===== src/rtl/store_narrow_rmw.sv =====
// Store-path narrowing unit: places SB/SH/SW data into a word-only synchronous data memory,
// using read-modify-write for sub-word stores. Optional macro: STORE_MISALIGN_TRAP_EN.
module store_narrow_rmw #(
    parameter int ADDR_W = 10
) (
    input  logic              Clk,
    input  logic              Reset,
    input  logic              req_valid,
    output logic              req_ready,
    input  logic [31:0]       req_addr,
    input  logic [31:0]       req_data,
    input  logic [1:0]        req_size,
    output logic [ADDR_W-1:0] mem_addr,
    output logic              mem_rd_en,
    input  logic [31:0]       mem_rd_data,
    output logic              mem_wr_en,
    output logic [31:0]       mem_wr_data,
    output logic              busy,
    output logic              misalign,
    output logic [1:0]        state_dbg
);

    typedef enum logic [1:0] {IDLE = 2'd0, RD = 2'd1, MRG = 2'd2, WR = 2'd3} state_t;

    localparam logic [1:0] SZ_BYTE = 2'b00;
    localparam logic [1:0] SZ_HALF = 2'b01;
    localparam logic [1:0] SZ_WORD = 2'b10;
    localparam logic [1:0] SZ_RSVD = 2'b11;

    state_t      state;
    logic        is_byte_q;
    logic [1:0]  off_q;
    logic [15:0] data_q;
    logic [31:0] merged;
    logic        drop;
    logic [1:0]  req_off;
    logic        unused_addr_bits;

    // Handshake: a request transfers on any rising edge where req_valid && req_ready;
    // req_ready is decoded straight from state, so it is high exactly in IDLE.
    assign req_ready = (state == IDLE);
    assign state_dbg = state;
    assign unused_addr_bits = ^req_addr[31:ADDR_W+2];

`ifdef STORE_MISALIGN_TRAP_EN
    assign drop = (req_size == SZ_RSVD)
                || ((req_size == SZ_HALF) && req_addr[0])
                || ((req_size == SZ_WORD) && (req_addr[1:0] != 2'b00));
`else
    assign drop = (req_size == SZ_RSVD);
`endif

    // Halfwords are aligned down to their lane; only bytes keep the full offset.
    assign req_off = (req_size == SZ_BYTE) ? req_addr[1:0] : {req_addr[1], 1'b0};

    always_comb begin
        merged = mem_rd_data;
        if (is_byte_q)
            merged[{off_q, 3'b000} +: 8] = data_q[7:0];
        else
            merged[{off_q[1], 4'b0000} +: 16] = data_q;
    end

    always_ff @(posedge Clk) begin
        if (!Reset) begin
            state       <= IDLE;
            mem_rd_en   <= 1'b0;
            mem_wr_en   <= 1'b0;
            busy        <= 1'b0;
            misalign    <= 1'b0;
            mem_addr    <= '0;
            mem_wr_data <= '0;
            is_byte_q   <= 1'b0;
            off_q       <= 2'b00;
            data_q      <= '0;
        end else begin
            mem_rd_en <= 1'b0;
            mem_wr_en <= 1'b0;
            misalign  <= 1'b0;
            case (state)
                IDLE: begin
                    if (req_valid) begin
                        if (drop) begin
                            misalign <= 1'b1;
                        end else begin
                            mem_addr  <= req_addr[ADDR_W+1:2];
                            is_byte_q <= (req_size == SZ_BYTE);
                            off_q     <= req_off;
                            data_q    <= req_data[15:0];
                            busy      <= 1'b1;
                            if (req_size == SZ_WORD) begin
                                mem_wr_data <= req_data;
                                mem_wr_en   <= 1'b1;
                                state       <= WR;
                            end else begin
                                mem_rd_en <= 1'b1;
                                state     <= RD;
                            end
                        end
                    end
                end
                // Memory samples the read strobe this cycle; data shows up in MRG.
                RD: state <= MRG;
                MRG: begin
                    mem_wr_data <= merged;
                    mem_wr_en   <= 1'b1;
                    state       <= WR;
                end
                WR: begin
                    busy  <= 1'b0;
                    state <= IDLE;
                end
                default: state <= IDLE;
            endcase
        end
    end

endmodule


===== config.mk =====
export PLATFORM = sky130hd
export DESIGN_NAME = store_narrow_rmw
export DESIGN_NICKNAME = d
export VERILOG_FILES = /design/src/rtl/store_narrow_rmw.sv
export SDC_FILE = /design/constraint.sdc
export NUM_CORES = 1
export LEC_CHECK = 0
export CORE_AREA = 2 2 98 100
export CTS_CLUSTER_DIAMETER = 200
export DETAILED_ROUTE_END_ITERATION = 6
export DIE_AREA = 0 0 100 102
export PLACE_DENSITY = 0.8
export SLEW_MARGIN = 40
export SYNTH_ARGS = -nofsm -noshare
export SYNTH_HDL_FRONTEND = slang
export SYNTH_SLANG_ARGS = --single-unit

===== constraint.sdc =====
create_clock -name Clk -period 4.5 [get_ports Clk]
set_input_delay 1.35 -clock Clk [delete_from_list [all_inputs] [get_ports Clk]]
set_output_delay 1.35 -clock Clk [all_outputs]
set_load 0.05 [all_outputs]

==> impl_summary.txt <==
----------------------------------------------------
[Global route]
  Maximum number of pins on one net before global-route repair ... 68
  Total global routing track utilization ... 24.8%
  Total overflow reported by the global router ... 0
  Antenna violations before repair ... 1
  Wire length of the first global-routing pass ... 20.1 mm
  Number of global-route vias before repair ... 4018

[Setup path]
  Reg-to-reg setup timing slack ... 1.63 ns
  Required time at the worst-slack endpoint ... 3.15 ns
  CP Capture Type ... primary output
  Kind of start point of the critical path ... register
  Data arrival time at the worst-slack endpoint ... 1.82 ns
  Length in cells of the worst reg-to-reg path ... 7
  Critical path type ... reg2out
  Biggest fanout along the worst timing path ... 4

[Logic synthesis]
  Distinct cell type count after synthesis ... 37
  Sequential element share of the synthesized area ... 32.3%
  Flip-flop and latch count after synthesis ... 67
  Number of synthesis warnings ... 0
  Library cell with the highest instance count after synthesis ... dfxtp_1
  Most numerous cell types in the synthesized netlist ... dfxtp_1 (67), nand2_1 (64), o21ai_0 (60)
  Top cells by area, synth ... dfxtp_1 (32%), mux2_2 (8.7%), o21ai_0 (7.2%)
  Cell taking the most area after synthesis ... dfxtp_1
  Syn Std Cell Area ... 4160 µm²
  Cell count after synthesis ... 496
  Post-synthesis net count ... 606
  Commonest register cell after synthesis ... dfxtp_1
  Share of synthesized registers carrying an async set or reset ... 0%
  Mean Syn Cell Area ... 8.38 µm²
  Number of synthesized flops with an enable pin ... 0
  Top cell type's share of synthesized area ... 32.3%

[STA]
  Endpoints failing setup ... 0
  Max Transition Viols Final ... 0
  RSZ-0062 raised after global routing ... false
  Headroom to the max-slew limit ... 54.9%
  Setup tns final ... 0 ns
  Tightest Pin Transition ... 0.675 ns
  Final worst-path cycle share ... 70.4%
  Maximum clock skew at final layout ... 0.0112 ns
  Shortest clock period the worst path allows after layout ... 3.17 ns
  Final Hold Fails ... 0
  FMAX ... 0.316 GHz
  Hold Slack ... 0.462 ns

[Placement]
  I/O Buffers ... 129
  Final weighted congestion in routability-driven placement ... 0.831
  Cell area after placement ... 5420 µm²
  Post-detail-place hpwl ... 8.49 mm

[Power]
  Pwr dens ... 405 nW/µm²
  Leakage ... 0.00199 µW
  Maximum VDD drop ... 0.383 mV
  Overall Power ... 2270 µW

[Layout]
  Area grow syn2layout ... 35.1%
  Fraction of final layout cells sized beyond drive strength 1 ... 14.8%
  Nets@finish ... 707
  Final Util ... 61.6%
  Multi-input combinational cell area ... 2560 µm²
  Seq. cell area ... 1340 µm²
  Summed area of non-filler cells in the final layout ... 5620 µm²
  Fill cell count ... 800

[Floorplanning]
  Die height ... 102 µm
  Total core area ... 9110 µm²
  Top-level port count ... 150
  Initial Utilization ... 45.6%
  Standard-cell rows ... 35
  Die width ... 100 µm
  Total die area ... 10200 µm²

[Route]
  First drt pass iteration count ... 5
  Post-route antenna net violation count ... 0
  Residual DRC count ... 0
  Via Count ... 4157
  Count of routing violations after the opening detailed-route iteration ... 345
  Final wirelength ... 12.6 mm
  Routed wire length per instance ... 17.6 µm
  Via count normalized by instance count ... 5.82

[Hold path]
  Hold depth ... 2
  Hold WC Path Type ... reg2reg

[CTS]
  Clk sinks ... 67
  Skew-Pair Late Insertion Delay ... 0.35 ns
  Clk root buf ... clkbuf_8
  H-tree depth ... 3
  CTS Buffer Depth ... 2
  TritonCTS buffer count ... 9
  Number of gates resized after cts ... 0
  Hold bufs inserted after CTS ... 0
  Clock tree from TritonCTS ... yes
  Clock-pin transition on the worst setup and hold timing paths ... 0.07 ns
  Number of buffers inserted by post-CTS setup repair ... 0

[Job]
  Count of max-cap constraint violations ... 0

[Status]
  Status ... completed

----------------------------------------------------
## cells in the final DEF, fill, tap and decap left out, drive strengths merged, types with 2 or more instances in the layout
cell type      synthesis  final
nand2                 65     65
o21ai                 66     66
ha                     9      9
nor2                   3      3
a21boi                27     27
nand2b                33     33
mux2i                  2      2
clkinv                 1      2
nor2b                 35     35
buf                   17      9
clkdlybuf4s50          0    128
inv                    6      6
a21oi                  3      3
clkbuf                30     12
clkinvlp               0      2
mux2                  32     32
a31oi                 32     32
dfxtp                 67     67
nand3                 10     10
nand4                 16     16
o221a                 32     32
nor3b                  2      2
## cell type report
type,count,share of cell area [%]
antenna,1,0.0446
clock buffer,12,2.58
clock inverter,4,0.891
inverter,7,0.468
multi-input combinational,375,45.6
sequential,67,23.9
tap,111,2.47
timing repair buffer,137,24.0
## stage by stage
stage,setup slack [ns],std cells
floorplan,1.94,496
global placement,1.05,697
detailed placement,1.30,697
CTS,1.32,713
global route,1.25,713
finish,1.33,714
## sequential cells by signal, indices dropped and copies added (netlist names)
name,cells
busy,1
data_q,16
is_byte_q,1
mem_addr,10
mem_rd_en,1
mem_wr_data,32
mem_wr_en,1
misalign,1
off_q,2
state_dbg,2
## metal layers
| layer | part of all wire, % | up-vias | GRT usage [%] |
|---|---|---|---|
| met1 | 42 | 1955 | 31.0 |
| met2 | 46 | 168 | 40.1 |
| met4 | 3.3 | 0 | 11.6 |
| met5 | 0 | - | 0 |
| met3 | 8.8 | 33 | 6.77 |
| li1 | - | 2001 | - |
## worst max-delay path, cell delays in order (launching register included)
cell,delay [ns]
dfxtp_1,0.34
inv_1,0.12
ha_1,0.20
clkdlybuf4s50_1,0.82
## cells by family (layout without fill, tap and decap cells)
logic type,Yosys count,after routing,synth area share (%)
compound gates,165,165,27.9
fa+ha+maj,9,9,2.71
buf+inv,54,160,6.32
flops,67,67,32.3
mux,34,34,9.15
other cells,0,1,0
simple gates,167,167,21.7
## report_power, final
group	internal [µW]	switching, µW	total [µW]
registers	676	73.7	750
clock network	271	239	510
logic	408	606	1010
## final timing paths
kind / end / from
hold / removal: mem_addr[4]$_SDFFE_PN0P_ / mem_addr[4]$_SDFFE_PN0P_
hold reg to reg: mem_addr[4]$_SDFFE_PN0P_ / mem_addr[4]$_SDFFE_PN0P_
setup / recovery: req_ready / state_dbg[0]$_SDFFE_PN0P_
setup reg to reg: mem_wr_data[13]$_SDFFE_PN0P_ / off_q[1]$_SDFFE_PN0P_
Note: power is estimated with default switching activity, not from simulation.
